$ cat src/rtl/uart_rx_buffer_pkg.sv
// rtl/uart_rx_buffer_pkg.sv - shared register map constants for the UART receive buffer
//
// Purpose: register word addresses and bit positions used by uart_rx_buffer
// and by anything that decodes its register window.
package uart_rx_buffer_pkg;

    localparam logic [1:0] ADDR_DATA   = 2'd0;
    localparam logic [1:0] ADDR_STATUS = 2'd1;
    localparam logic [1:0] ADDR_CTRL   = 2'd2;

    localparam int ST_NEMPTY  = 0;
    localparam int ST_FULL    = 1;
    localparam int ST_OVR     = 2;
    localparam int ST_CNT_LSB = 8;
    localparam int CTRL_IEN   = 0;
    localparam int CTRL_FLUSH = 1;
    localparam int DATA_VALID = 8;

endpackage

$ cat src/rtl/uart_rx_buffer_sync_fifo.sv
// rtl/uart_rx_buffer_sync_fifo.sv - single-clock byte FIFO with flush
//
// Purpose: DEPTH-entry byte FIFO with show-ahead head output.
// Ports:
//   clk, reset      clock, asynchronous active-high reset
//   push, din       write request and byte; ignored when full unless popping
//   pop             read request; ignored when empty
//   flush           clears pointers and count; overrides push and pop
//   dout            byte at the head (valid only when !empty)
//   count           fill level 0..DEPTH
//   full, empty     fill level flags
module sync_fifo #(
    parameter int DEPTH = 16,
    parameter int AW    = 4
) (
    input  logic          clk,
    input  logic          reset,
    input  logic          push,
    input  logic [7:0]    din,
    input  logic          pop,
    input  logic          flush,
    output logic [7:0]    dout,
    output logic [AW:0]   count,
    output logic          full,
    output logic          empty
);

    localparam logic [AW-1:0] PTR_ONE  = AW'(1);
    localparam logic [AW:0]   CNT_ONE  = (AW+1)'(1);
    localparam logic [AW:0]   CNT_FULL = (AW+1)'(DEPTH);

    logic [7:0]    mem_q [DEPTH];
    logic [AW-1:0] wr_ptr_q, wr_ptr_d;
    logic [AW-1:0] rd_ptr_q, rd_ptr_d;
    logic [AW:0]   count_q, count_d;
    logic          do_push, do_pop;

    assign empty = (count_q == '0);
    assign full  = (count_q == CNT_FULL);
    assign count = count_q;
    assign dout  = mem_q[rd_ptr_q];

    // A pop frees the head slot this cycle, so a push into a full FIFO
    // is still accepted when it coincides with a pop.
    assign do_pop  = pop & ~empty;
    assign do_push = push & (~full | do_pop);

    always_comb begin
        wr_ptr_d = wr_ptr_q;
        rd_ptr_d = rd_ptr_q;
        count_d  = count_q;
        if (flush) begin
            wr_ptr_d = '0;
            rd_ptr_d = '0;
            count_d  = '0;
        end else begin
            if (do_push) wr_ptr_d = wr_ptr_q + PTR_ONE;
            if (do_pop)  rd_ptr_d = rd_ptr_q + PTR_ONE;
            case ({do_push, do_pop})
                2'b10:   count_d = count_q + CNT_ONE;
                2'b01:   count_d = count_q - CNT_ONE;
                default: count_d = count_q;
            endcase
        end
    end

    always_ff @(posedge clk or posedge reset) begin
        if (reset) begin
            wr_ptr_q <= '0;
            rd_ptr_q <= '0;
            count_q  <= '0;
        end else begin
            wr_ptr_q <= wr_ptr_d;
            rd_ptr_q <= rd_ptr_d;
            count_q  <= count_d;
        end
    end

    // Storage is not reset; only the pointers define what is valid.
    always_ff @(posedge clk) begin
        if (do_push && !flush) mem_q[wr_ptr_q] <= din;
    end

endmodule

$ cat src/rtl/uart_rx_buffer.sv
// rtl/uart_rx_buffer.sv - UART receive byte buffer with Avalon-MM register window
//
// Purpose: captures each received byte into a FIFO and exposes data, status
// and control registers to the CPU, with sticky overrun and level interrupt.
// Ports:
//   clk, reset                 clock, asynchronous active-high reset
//   rx_data, rx_done           received byte and completion strobe (edge-detected)
//   avs_address                register word address
//   avs_read, avs_readdata     read strobe, registered read data (1-cycle latency)
//   avs_write, avs_writedata   write strobe and data
//   irq                        registered level interrupt
module uart_rx_buffer
    import uart_rx_buffer_pkg::*;
#(
    parameter int DEPTH = 16,
    parameter int AW    = 4
) (
    input  logic        clk,
    input  logic        reset,
    input  logic [7:0]  rx_data,
    input  logic        rx_done,
    input  logic [1:0]  avs_address,
    input  logic        avs_read,
    output logic [31:0] avs_readdata,
    input  logic        avs_write,
    input  logic [31:0] avs_writedata,
    output logic        irq
);

    localparam logic [AW:0] CNT_ONE = (AW+1)'(1);

    logic        rx_done_q;
    logic        overrun_q, overrun_d;
    logic        ien_q, ien_d;
    logic        irq_q, irq_d;
    logic [31:0] readdata_q, readdata_d;

    logic        push_edge, pop, flush, fifo_push;
    logic        accept_push;
    logic [7:0]  head;
    logic [AW:0] count, count_next;
    logic        full, empty;

    // rx_done may stay high for several cycles; only its rising edge counts.
    assign push_edge = rx_done & ~rx_done_q;
    assign pop       = avs_read & (avs_address == ADDR_DATA) & ~empty;
    assign flush     = avs_write & (avs_address == ADDR_CTRL) & avs_writedata[CTRL_FLUSH];
    assign fifo_push = push_edge & ~flush;
    assign accept_push = fifo_push & (~full | pop);

    sync_fifo #(
        .DEPTH (DEPTH),
        .AW    (AW)
    ) u_fifo (
        .clk   (clk),
        .reset (reset),
        .push  (fifo_push),
        .din   (rx_data),
        .pop   (pop),
        .flush (flush),
        .dout  (head),
        .count (count),
        .full  (full),
        .empty (empty)
    );

    // Fill level after this edge, so irq reflects the post-update state.
    always_comb begin
        count_next = count;
        if (flush) begin
            count_next = '0;
        end else begin
            case ({accept_push, pop})
                2'b10:   count_next = count + CNT_ONE;
                2'b01:   count_next = count - CNT_ONE;
                default: count_next = count;
            endcase
        end
    end

    always_comb begin
        overrun_d = overrun_q;
        if (avs_write && avs_address == ADDR_STATUS && avs_writedata[ST_OVR])
            overrun_d = 1'b0;
        // Set is evaluated last so it wins over a simultaneous clear.
        // A byte dropped by a flush is not an overrun.
        if (fifo_push && full && !pop)
            overrun_d = 1'b1;

        ien_d = ien_q;
        if (avs_write && avs_address == ADDR_CTRL)
            ien_d = avs_writedata[CTRL_IEN];

        irq_d = ien_d & ((count_next != '0) | overrun_d);
    end

    // Read mux uses pre-edge state: a pop in this cycle returns the old head.
    always_comb begin
        readdata_d = readdata_q;
        if (avs_read) begin
            readdata_d = '0;
            case (avs_address)
                ADDR_DATA: begin
                    if (!empty) begin
                        readdata_d[7:0]        = head;
                        readdata_d[DATA_VALID] = 1'b1;
                    end
                end
                ADDR_STATUS: begin
                    readdata_d[ST_NEMPTY]           = ~empty;
                    readdata_d[ST_FULL]             = full;
                    readdata_d[ST_OVR]              = overrun_q;
                    readdata_d[ST_CNT_LSB +: 8]     = 8'(count);
                end
                ADDR_CTRL: begin
                    readdata_d[CTRL_IEN]            = ien_q;
                end
                default: readdata_d = '0;
            endcase
        end
    end

    always_ff @(posedge clk or posedge reset) begin
        if (reset) begin
            rx_done_q  <= 1'b0;
            overrun_q  <= 1'b0;
            ien_q      <= 1'b0;
            irq_q      <= 1'b0;
            readdata_q <= '0;
        end else begin
            rx_done_q  <= rx_done;
            overrun_q  <= overrun_d;
            ien_q      <= ien_d;
            irq_q      <= irq_d;
            readdata_q <= readdata_d;
        end
    end

    assign avs_readdata = readdata_q;
    assign irq          = irq_q;

endmodule
$ cat config.mk
export PLATFORM = sky130hd
export DESIGN_NAME = uart_rx_buffer
export DESIGN_NICKNAME = d
export VERILOG_FILES = /design/src/rtl/uart_rx_buffer_pkg.sv /design/src/rtl/uart_rx_buffer_sync_fifo.sv /design/src/rtl/uart_rx_buffer.sv
export SDC_FILE = /design/constraint.sdc
export NUM_CORES = 1
export LEC_CHECK = 0
export ABC_AREA = 1
export BUFFER_PORTS_ARGS = -buffer_cell sky130_fd_sc_hd__buf_2
export CORE_ASPECT_RATIO = 1.5
export CORE_MARGIN = 5
export CORE_UTILIZATION = 40
export CTS_CLUSTER_DIAMETER = 30
export DETAILED_ROUTE_END_ITERATION = 7
export PLACE_DENSITY = 0.69
export SLEW_MARGIN = 20
export SYNTH_ARGS = -nofsm -noshare
export SYNTH_HDL_FRONTEND = slang
export SYNTH_SLANG_ARGS = --single-unit
$ cat constraint.sdc
create_clock -name clk -period 5.3 [get_ports clk]
set_input_delay 1.06 -clock clk [delete_from_list [all_inputs] [get_ports clk]]
set_output_delay 1.06 -clock clk [all_outputs]
set_load 0.05 [all_outputs]
==> summary.md <==
| Metric | Value |
|---|---|
| Leading cell types in the layout, fill and taps excluded | 128 x edfxtp_1, 102 x nand2_1, 79 x nor2_1 |
| H-tree levels | 4 |
| Tightest Pin Transition | approximately 0.94 ns |
| Worst r2r path cells | 9 |
| Final Slew Violations | 0 |
| RSZ-0062 raised after global routing | no |
| CTS root buf | clkbuf_16 |
| Share of total power in the clock network | between 30% and 40% |
| Top-Level Pins | 80 |
| Post_cts resized | 0 |
| Critical path required time | approximately 5.3 ns |
| Synth Area per Inst | 11.31 sq um |
| Hold WC Path Type | reg -> reg |
| # diodes | 0 |
| CP Launch Type | input pin |
| Final count of negative-setup-slack endpoints | 0 |
| Initial DRC count | between 300 and 400 |
| Starting Density | around two fifths |
| Netlist Area Pre-Place | around 6900 sq um |
| Cell accounting for the most synthesized area | edfxtp_1 |
| Reg2reg end | u_fifo.mem_q[7][1] |
| Post-route DRC | 0 |
| Vias | between 4000 and 5000 |
| Comb pwr share | between 20 and 30% |
| Sequential area share after synthesis | 66.25% |
| Maximum vdd ir drop | ~0.34 mV |
| Postcts setup bufs | 0 |
| CP Capture Type | flop |
| NumNets Final | a little under 700 |
| Most used cell, CP | nor2_1 |
| Max Buffers Root-to-Sink | 2 |
| # port buffers | 31 |
| Sw Ratio | between 30% and 40% |
| Detailed Place HPWL | a little under 10 mm |
| Commonest non-fill, non-tap cell in the layout | edfxtp_1 |
| Max-Slew Margin vs Limit | between 30% and 40% |
| Critical path peak fanout | 8 |
| Initial antenna violation count | 0 |
| Static Leak | approximately 3 nW |
| FILL cells | 1514 |
| Die area | ~20000 sq um |
| Gr usage total | ~15% |
| Critical path data arrival time | 2.73 ns |
| Pwr Density | approximately 500 nW/um^2 |
| Clock Latency Late Sink | around 0.42 ns |
| CTS tree | done |
| Area contributors post-synth | edfxtp_1 55%, dfrtp_1 11%, nand2_1 5.5% |
| Wirelength per Cell | 16.97 microns |
| Post-CTS Hold Buffers | 0 |
| Slowest library cell on the worst path | nor2_1 |
| Cells after synthesis | 613 |
| Vias in the first global route | between 4000 and 5000 |
| Buffer and inverter count on the worst path | 3 |
| Status | complete, no violations |
| Max stage delay on crit path | between 0.6 and 0.7 ns |
| Final hold violation count | 0 |
| Worst-path clk slew | ~0.060 ns |
| Detail Route Antenna Nets | 0 |
| Clock period minus worst slack | 2.686 ns |
| Vias/cell | around 5.1 |
| CTS Buf Count | 17 |
| GPL Wtd Cong | roughly 0.83 |
| Crit path cell chain | buf_2 > inv_1 > nor2_1 > nand2_4 > nor2_4 > nand2_4 > nor2_1 > inv_2 > nor2_1 |
| Switching pwr | about 1.4 mW |
| TNS Setup | 0 ns |
| Clock sink count | about 160 |
| Hold_sp | avs_readdata[4] |
| Kind of cell adding the most delay to the critical path | simple AND/OR/NAND/NOR gates |
| Chip width | roughly 120 microns |
| Area growth syn-to-layout | 11.78% |
| Register-to-register setup slack | about 2.8 ns |
| Core Rows | 59 |
| Layout cells sized above 1 | approximately 14% |
| Fin crit share | 50.67% |
| Max Freq | around 0.37 GHz |
| Max-cap violations | 0 |
| Reg2reg start | u_fifo.count[0] |
| Core box area | approximately 17000 sq um |
| Setup CP Type | in -> reg |
| Drt pass-1 iters | 7 |
| First-pass GRT wire length | around 23 mm |
| Hold Path Depth | 2 |
| Die height | about 170 microns |
| Largest net degree at the start of global routing | between 70 and 80 |
| Flops & latches, synth | approximately 160 |
| Hold path endpoint | avs_readdata[4] |
| Reg power frac | between 30% and 40% |
| Number of distinct library cells after synthesis | 38 |
| Grt ovf | 0 |
| Pint | approximately 2.4 mW |
| YS warnings | 0 |
| Hold Slack | about 0.47 ns |
| DRT Wirelength | 14.68 mm |
| Post-route clock skew | approximately 0.016 ns |
| Post-synth top area share | between 50% and 60% |
## metrics by stage
step,utilization [%],setup WS (ns),area [sq um],std cells,power (mW)
floorplan,-,2.744,7003,631,2.413
global placement,41.50,2.165,7138,833,2.634
detailed placement,41.50,2.176,7138,833,2.653
CTS,45.07,2.614,7752,865,3.872
global route,45.07,2.508,7752,865,4.070
finish,45.07,2.614,7752,865,3.858
## power groups by stage
stage / registers [mW] / logic, mW / clock network [mW]
6_report: 1.54 / 1.10 / 1.22
5_1_grt: 1.55 / 1.21 / 1.31
4_1_cts: 1.54 / 1.10 / 1.24
3_5_place_dp: 1.56 / 1.09 / 0
3_3_place_gp: 1.56 / 1.07 / 0
2_1_floorplan: 1.62 / 0.789 / 0
## sequential cells by signal (all words and copies together), names as in the netlist
| signal | cells |
|---|---|
| u_fifo.rd_ptr_q | 4 |
| irq | 1 |
| rx_done_q | 1 |
| u_fifo.wr_ptr_q | 4 |
| u_fifo.mem_q | 128 |
| avs_readdata | 13 |
| overrun_q | 1 |
| u_fifo.count | 5 |
| ien_q | 1 |
## worst max-delay path by stage
stage / start / endpoint / cells after the start
after detailed placement: avs_read / u_fifo.mem_q[7][2] / 9
after floorplan: avs_address[0] / u_fifo.mem_q[15][0] / 9
after global placement: avs_read / u_fifo.mem_q[7][2] / 9
final: rx_done / u_fifo.mem_q[7][1] / 9
after CTS: avs_read / u_fifo.mem_q[7][7] / 9
after global routing: avs_read / u_fifo.mem_q[15][5] / 9
## cells by family after synthesis
kind of cell / count (synthesis) / synth area share (%)
simple gates: 249 / 15.97
flops: 158 / 66.25
compound gates: 108 / 9.075
buf+inv: 85 / 6.711
fa+ha+maj: 8 / 1.443
xor+xnor: 4 / 0.5051
other cells: 1 / 0.05407
## worst register-to-register path, cell delays in order, from the launching register on
cell and delay, ns:
dfrtp_1 0.39, inv_1 0.14, ha_1 0.27, nand3_2 0.13, nor2_2 0.08, nor2_4 0.19, nand2_4 0.08, nor2_1 0.12
inv_2 0.05, nor2_1 0.66
## final cells by class
class	count	area (sq um)	area share, %
Tap cell	213	266.5	3.438
Inverter	40	155.1	2.001
Timing Repair Buffer	34	177.7	2.292
Clock inverter	15	188.9	2.437
Sequential cell	158	4596	59.28
Clock buffer	17	425.4	5.487
Multi-Input combinational cell	388	1943	25.06
## cell usage after synthesis (all sizes together)
library cell / instances
a21oi: 15
nor3: 3
o31ai: 5
o22ai: 7
clkbuf: 2
xor2: 4
o21ai: 60
nor2: 84
o21a: 2
dfrtp: 30
edfxtp: 128
o211ai: 6
o2111ai: 1
a22o: 1
o21bai: 1
nand3: 49
nor4: 1
buf: 43
a31oi: 3
o221ai: 7
nand2: 107
ha: 8
inv: 40
nand4: 5
conb: 1
## metal layers
layer  up-vias  track usage [%]  share of wire, %
met1      2095            15.97                37
met2       152            26.80                53
li1       2162                -                 -
met5         -                0                 0
met3        36            3.947               5.5
met4         0            7.585               4.2
(Power assumes the default switching activity.)
